<file path="config.mk">
export PLATFORM = sky130hd
export DESIGN_NAME = antic_line_buffer
export DESIGN_NICKNAME = d
export VERILOG_FILES = /design/src/rtl/antic_line_buffer.sv
export SDC_FILE = /design/constraint.sdc
export NUM_CORES = 1
export LEC_CHECK = 0
export CAP_MARGIN = 20
export CELL_PAD_IN_SITES_DETAIL_PLACEMENT = 0
export CELL_PAD_IN_SITES_GLOBAL_PLACEMENT = 1
export CORE_ASPECT_RATIO = 0.9
export CORE_MARGIN = 3
export CORE_UTILIZATION = 35
export CTS_CLUSTER_DIAMETER = 150
export DETAILED_ROUTE_END_ITERATION = 16
export GPL_TIMING_DRIVEN = 0
export PLACE_DENSITY_LB_ADDON = 0.1
export SYNTH_ARGS = -nofsm -noshare
export SYNTH_HDL_FRONTEND = slang
export SYNTH_SLANG_ARGS = --single-unit
</file>
<file path="constraint.sdc">
create_clock -name Fphi0 -period 2.5 [get_ports Fphi0]
set_input_delay 0.5 -clock Fphi0 [delete_from_list [all_inputs] [get_ports Fphi0]]
set_output_delay 0.5 -clock Fphi0 [all_outputs]
set_load 0.02 [all_outputs]
</file>
<file path="src/rtl/antic_line_buffer.sv">
// Playfield line buffer and pixel shifter for the ANTIC DMA path.
// Captures one mode line of screen bytes once, then replays them as AN pixel codes per scanline.
module antic_line_buffer #(
   parameter int unsigned MAX_BYTES = 48,
   parameter int unsigned PTR_W     = 6
) (
   input  logic             Fphi0,
   input  logic             RST,
   input  logic             line_start,
   input  logic [PTR_W-1:0] bytes_cfg,
   input  logic             bpp2,
   input  logic [3:0]       scan_lines,
   output logic             dma_req,
   input  logic             dma_valid,
   input  logic [7:0]       dma_data,
   input  logic             scan_start,
   input  logic             pix_en,
   output logic [2:0]       AN,
   output logic             pix_valid,
   output logic             busy,
   output logic             line_done
);

   localparam logic [PTR_W-1:0] MAX_P = PTR_W'(MAX_BYTES);

   typedef enum logic [1:0] {
      IDLE  = 2'd0,
      FILL  = 2'd1,
      WAIT  = 2'd2,
      SHIFT = 2'd3
   } state_t;

   state_t           state;
   logic [PTR_W-1:0] nbytes;
   logic [PTR_W-1:0] wr_ptr;
   logic [PTR_W-1:0] rd_ptr;
   logic             bpp2_q;
   logic [3:0]       lines_q;
   logic [3:0]       sl_cnt;
   logic [2:0]       pix_idx;

   logic [7:0]       line_mem [MAX_BYTES];

   logic [PTR_W-1:0] cfg_clamped;
   logic [PTR_W-1:0] last_ptr;
   logic             wr_en;
   logic [7:0]       cur_byte;
   logic [2:0]       shamt;
   logic [7:0]       shifted;
   logic [1:0]       pair;
   logic [2:0]       pix_code;
   logic             byte_end;

   // Zero or oversize byte counts select the full wide playfield.
   assign cfg_clamped = (bytes_cfg == '0 || bytes_cfg > MAX_P) ? MAX_P : bytes_cfg;
   assign last_ptr    = nbytes - PTR_W'(1);

   // A DMA byte is accepted only while the buffer is asking for one.
   assign wr_en = !RST && !line_start && (state == FILL) && dma_req && dma_valid;

   always_ff @(posedge Fphi0) begin
      if (wr_en) begin
         line_mem[wr_ptr] <= dma_data;
      end
   end

   // Pixel extraction: shift the current pixel to the top of the byte, MSB first.
   assign cur_byte = line_mem[rd_ptr];
   assign shamt    = bpp2_q ? {pix_idx[1:0], 1'b0} : pix_idx;
   assign shifted  = cur_byte << shamt;
   assign pair     = shifted[7:6];
   assign pix_code = bpp2_q ? ((pair == 2'b00) ? 3'b000 : {1'b1, pair - 2'b01})
                            : {shifted[7], 2'b00};
   assign byte_end = bpp2_q ? (pix_idx[1:0] == 2'd3) : (pix_idx == 3'd7);

   // Sequencer: fill once per mode line, replay per scanline.
   always_ff @(posedge Fphi0) begin
      if (RST) begin
         state     <= IDLE;
         nbytes    <= '0;
         wr_ptr    <= '0;
         rd_ptr    <= '0;
         bpp2_q    <= 1'b0;
         lines_q   <= '0;
         sl_cnt    <= '0;
         pix_idx   <= '0;
         dma_req   <= 1'b0;
         AN        <= 3'b000;
         pix_valid <= 1'b0;
         busy      <= 1'b0;
         line_done <= 1'b0;
      end else begin
         pix_valid <= 1'b0;
         AN        <= 3'b000;
         line_done <= 1'b0;
         if (line_start) begin
            state   <= FILL;
            nbytes  <= cfg_clamped;
            bpp2_q  <= bpp2;
            lines_q <= scan_lines;
            wr_ptr  <= '0;
            rd_ptr  <= '0;
            pix_idx <= '0;
            sl_cnt  <= '0;
            dma_req <= 1'b1;
            busy    <= 1'b1;
         end else begin
            case (state)
               IDLE: begin
                  dma_req <= 1'b0;
                  busy    <= 1'b0;
               end
               FILL: begin
                  if (dma_valid && dma_req) begin
                     if (wr_ptr == last_ptr) begin
                        state   <= WAIT;
                        dma_req <= 1'b0;
                     end else begin
                        wr_ptr <= wr_ptr + PTR_W'(1);
                     end
                  end
               end
               WAIT: begin
                  if (scan_start) begin
                     state   <= SHIFT;
                     rd_ptr  <= '0;
                     pix_idx <= '0;
                  end
               end
               SHIFT: begin
                  if (pix_en) begin
                     pix_valid <= 1'b1;
                     AN        <= pix_code;
                     if (byte_end) begin
                        pix_idx <= '0;
                        if (rd_ptr == last_ptr) begin
                           if (sl_cnt == lines_q) begin
                              line_done <= 1'b1;
                              state     <= IDLE;
                              busy      <= 1'b0;
                           end else begin
                              sl_cnt <= sl_cnt + 4'd1;
                              state  <= WAIT;
                           end
                        end else begin
                           rd_ptr <= rd_ptr + PTR_W'(1);
                        end
                     end else begin
                        pix_idx <= pix_idx + 3'd1;
                     end
                  end
               end
               default: begin
                  state <= IDLE;
               end
            endcase
         end
      end
   end

endmodule

</file>
* After elaboration in Yosys (flattened, before gate mapping)
Memory sizes are Yosys's and may differ from the RTL's. A register that Yosys moved wholly into a read port is not among the register bits.
Cells that the tools add are included.
Widths: inputs -> output; s select.
** Word-level totals
- Register bits :: 39
- RAM bits :: 384
- Memories kept :: 1
** Cells by class
- Add/sub/neg operators :: 6
- $lt $le $gt $ge :: 1
- Eq/ne operators :: 22
- Shifts and indexed selects :: 1
- Muxes and demuxes :: 39
- Bitwise logic cells :: 7
- Reduce and logical (&&, ||, !) cells :: 29
** Memory list
- line_mem :: depth 48, bits a word 8, read ports 1, clocked after memory_dff 1, write ports 1, line 42 : logic [7:0] line_mem [MAX_BYTES];
** Operators with widths (number)
- $mux 6 :: 7
- $mux 3 :: 6
- $ne 3x3->1 const B :: 5
- $reduce_and 5->1 :: 3
- $mux 1 :: 14
- $mux 2 :: 7
- $reduce_and 7->1 :: 2
- $add 6x1->6 const B :: 2
- $eq 6x6->1 :: 2
- $pmux 6 s2 :: 1
- $reduce_or 6->1 :: 2
- $ne 2x2->1 const B :: 5
- $reduce_and 3->1 :: 3
- $reduce_bool 3->1 :: 3
- $shl 8x3->8 :: 1
- $not 1->1 :: 7
- $eq 2x2->1 const B :: 3
- $gt 6x6->1 const B :: 1
- $logic_not 6->1 :: 1
- $ne 3x2->1 const B :: 2
- $pmux 2 s3 :: 1
- $pmux 3 s2 :: 1
- $sub 6x1->6 const B :: 1
- $logic_and 1x1->1 :: 5
- other kinds (16) :: 20

* Logic depth before layout (Yosys ltp)
- Depth after elaboration :: 8
- Mapped depth :: 17
- Mapped depth without buffers :: 13

* Least setup slack after synthesis
Ideal clock, no wire load.
- Path kind :: reg2reg
- Start :: register with a tool-made name
- End :: register AN[0]
- Library setup time :: 0.122 ns
- Arrival time :: 2.652 ns
- Required time :: 2.378 ns
- Slack :: -0.274 ns
- Stages on the path, launching flop included :: 16
- Clock period less this slack :: 2.774 ns
- Cells stage by stage :: dfxtp_1 -> buf_6 -> buf_6 -> mux4_2 -> a32oi_1 -> o31ai_1 -> a41oi_1 -> a2111oi_0 -> a311oi_1 -> o211ai_1 -> o21ai_1 -> ha_1 -> nand3b_1 -> a21oi_1 -> nand2_1 -> o21ai_1
** RTL lines
- to (signal assigned) :: line 133 : AN <= pix_code;
- to (decl) :: line 18 : output logic [2:0] AN,

==> flow_summary_export.csv <==
group,metric,value,unit
routing,vias,10094,
synth,synth.avg_cell_area,17.0,um^2
floorplanning,start_util,35.6,%
routing,drt_iter0_drc,893,
sta,hold_viol,0,
cells_and_area,fill_cells,4344,
setup_path,start_kind,"register",
power,ir_drop,0.000503,V
place,post-dp-hpwl,34.8,mm
synth,ys_async_sr_fraction,0,%
synth,synth_area_leaders,"edfxtp_1 (66%), mux4_2 (10%), dfxtp_1 (5.1%)",
floorplanning,die_w,242,um
grt,grt_antenna_before_repair,0,
sta,slew_viol_final,0,
grt,first_global_vias,10185,
floorplanning,dieArea,52800,um^2
power,power_density,679,nW/um^2
synth,synth_fp_nets,1063,
setup_path,arrival,3.81,ns
routing,via_per_inst,5.33,
synth,synth_top_cell_area_share,65.7,%
place,pre_cts_ws,-1.80,ns
grt,grt_max_degree,49,
synth,yosys.area_share.simple,6.90,%
cts,cts_num_sinks,429,
power,p_leak,7.04,nW
sta,period_needed,3.34,ns
routing,drt_pass1_iterations,6,
synth,synth_most_common_cell,"edfxtp_1",
synth,syn_area,17500,um^2
synth,synth_warnings,0,
cts,cts_hold_buf,0,
synth,synth_common_cells,"edfxtp_1 (384), nor2_1 (110), mux4_2 (79), nand2_1 (50), dfxtp_1 (45)",
sta,rsz0062_at_grt,"true",
sta,finalSetupViolations,3,
setup_path,reg2reg_slack,-0.84,ns
synth,ys_seq_area_share,70.9,%
cts,htreeDepth,2,
sta,finalCritPeriodShare,134,%
cts,clk_pin_slew,0.06,ns
cells_and_area,drive_above_1_share,33.6,%
cts,cts_tree,"done",
floorplanning,dieHeight,218,um
grt,grt_pass1_wl,76.4,mm
synth,synth_edf_count,384,
synth,synth_cells,1031,
synth,synth_top_family_by_area,"multiplexers",
sta,max_slew_margin,31.4,%
hold_path,hp-class,"in -> reg",
floorplanning,core_area,49300,um^2
routing,drcViolationCount,0,
floorplanning,ios,32,
sta,worstMarginPinSlew,1.02,ns
flow_run,drv_cap,0,
grt,overflow,0,
setup_path,critical_path.max_fanout,10,
place,gp_congestion,0.864,
routing,ant_nets,0,
synth,synthXorXnorAreaFrac,1.91,%
cells_and_area,nets,1222,
setup_path,worst_ep_required_time,2.97,ns
synth,synth_ff_type,"edfxtp_1",
floorplanning,fp-row-count,77,
cts,clk_latency,0.59,ns
routing,drt_wl_total,53.6,mm
sta,fmax,299,MHz
synth,synth_compound_area_share,3.94,%
grt,grt_usage,20.4,%
setup_path,endpoint_kind,"register",
status,outcome,"finished, violations left",
setup_path,critPathKind,"reg -> reg",
synth,ys_ff_latch,429,
synth,muxShareOfSynthArea,13.6,%
routing,wire_per_inst,28.3,um
status,violations,"negative setup slack",
synth,synthAdderAreaFrac,0.499,%
cells_and_area,syn_to_final_growth,26.1,%
place,portBuffers,31,
synth,synth_top_cell_by_area,"edfxtp_1",
cts,numCtsBuffers,47,
sta,setup_slack,-0.841,ns
synth,synth.distinct_cells,64,
cts,cts_root_buf,"clkbuf_16",
sta,clock_skew,0.0199,ns
cts,clk_path_buf_depth,3,
power,power,15.0,mW
-- cell type report --
cell class,instances,area (um^2),share of cell area [%]
tap,671,840,3.80
clock inverter,26,238,1.07
timing repair buffer,111,1320,5.96
buffer,55,532,2.40
antenna,1,2.50,0.0113
multi-input combinational,532,5440,24.6
clock buffer,55,1260,5.68
inverter,14,52.6,0.238
sequential,429,12400,56.2
-- worst paths after layout --
| kind | from | to | cells past startpoint |
|---|---|---|---|
| hold reg to reg | busy$_SDFFE_PP0P_ | busy$_SDFFE_PP0P_ | 2 |
| setup reg to reg | register | AN[0]$_SDFF_PP0_ | 15 |
| setup / recovery | register | AN[0]$_SDFF_PP0_ | 15 |
| hold / removal | dma_data[6] | line_mem[13][6]$_DFFE_PP_ | 1 |
-- sequential cells by signal, summed over array words and instances (netlist names), 3 cells and up, named ones only --
| name | flops |
|---|---|
| rd_ptr | 6 |
| nbytes | 6 |
| AN | 3 |
| sl_cnt | 4 |
| lines_q | 4 |
| pix_idx | 3 |
| line_mem | 384 |
| wr_ptr | 6 |
-- critical path, stage by stage, from the launching register on --
cell	delay, ns
dfxtp_4	0.36
buf_8	0.21
buf_6	0.23
buf_6	0.21
nand2_1	0.14
o211ai_1	0.30
o31ai_2	0.12
a41oi_4	0.26
a2111oi_2	0.11
a311oi_1	0.29
o211ai_1	0.18
o21ai_1	0.21
ha_2	0.19
nand3b_1	0.18
buf_4	0.15
o21ai_2	0.05
-- cell usage in the layout (no fill, tap or decap), types with 11 or more instances in the layout --
cell type and count:
nand4_1 11, edfxtp_1 384, dfxtp_1 42, clkbuf_16 47
nand2_1 43, nor2_1 60, buf_4 50, mux2_2 20
nor2_4 48, buf_12 40, nor2b_1 13, mux4_2 82
xor2_1 13, xnor2_1 14, clkdlybuf4s50_1 23, nand3_1 11
o21ai_0 17, clkbuf_1 18, mux2i_1 24
-- metrics by stage --
step / setup TNS (ns) / utilization [%] / area (um^2) / std cells / hold WS, ns
final: -2.43 / 44.8 / 22100 / 1894 / 0.184
after global routing: -2.91 / 44.8 / 22100 / 1893 / 0.177
after CTS: -2.45 / 44.5 / 21900 / 1888 / 0.153
after detailed placement: -375.48 / 38.1 / 18800 / 1740 / 0.486
after global placement: -483.22 / 37.9 / 18700 / 1733 / 0.481
after floorplan: -0.432 / - / 17600 / 1031 / 0.480
-- metal layers --
layer / vias to the layer above / wire, um / part of all wire (%) / track usage (%)
met1: 5317 / 24300 / 45 / 29.2
li1: 4403 / - / - / -
met4: 0 / 1210 / 2.3 / 5.73
met3: 73 / 3470 / 6.5 / 4.45
met2: 301 / 24600 / 46 / 31.7
met5: - / 0 / 0 / 0
-- power breakdown --
group | internal, mW | switching, mW
logic | 0.131 | 0.225
clock network | 3.98 | 2.86
registers | 7.81 | 0.0161
total | 11.9 | 3.10
-- cell families (layout without fill, tap and decap cells) --
logic type / after synthesis / in the layout
AO/OA/AOI/OAI: 100 / 100
AND/OR/NAND/NOR: 260 / 260
adder cells (fa/ha/maj): 7 / 7
other: 0 / 1
XOR/XNOR: 32 / 32
multiplexers: 133 / 133
buffers and inverters: 70 / 261
flip-flops: 429 / 429
-- repair_timing --
item,in CTS,in global routing
setup endpoints to repair,403,116
cloned,1,0
pin swaps,49,10
setup buffers,66,6
gates resized for setup,197,29
No activity file was read; power rests on OpenSTA's default activity.
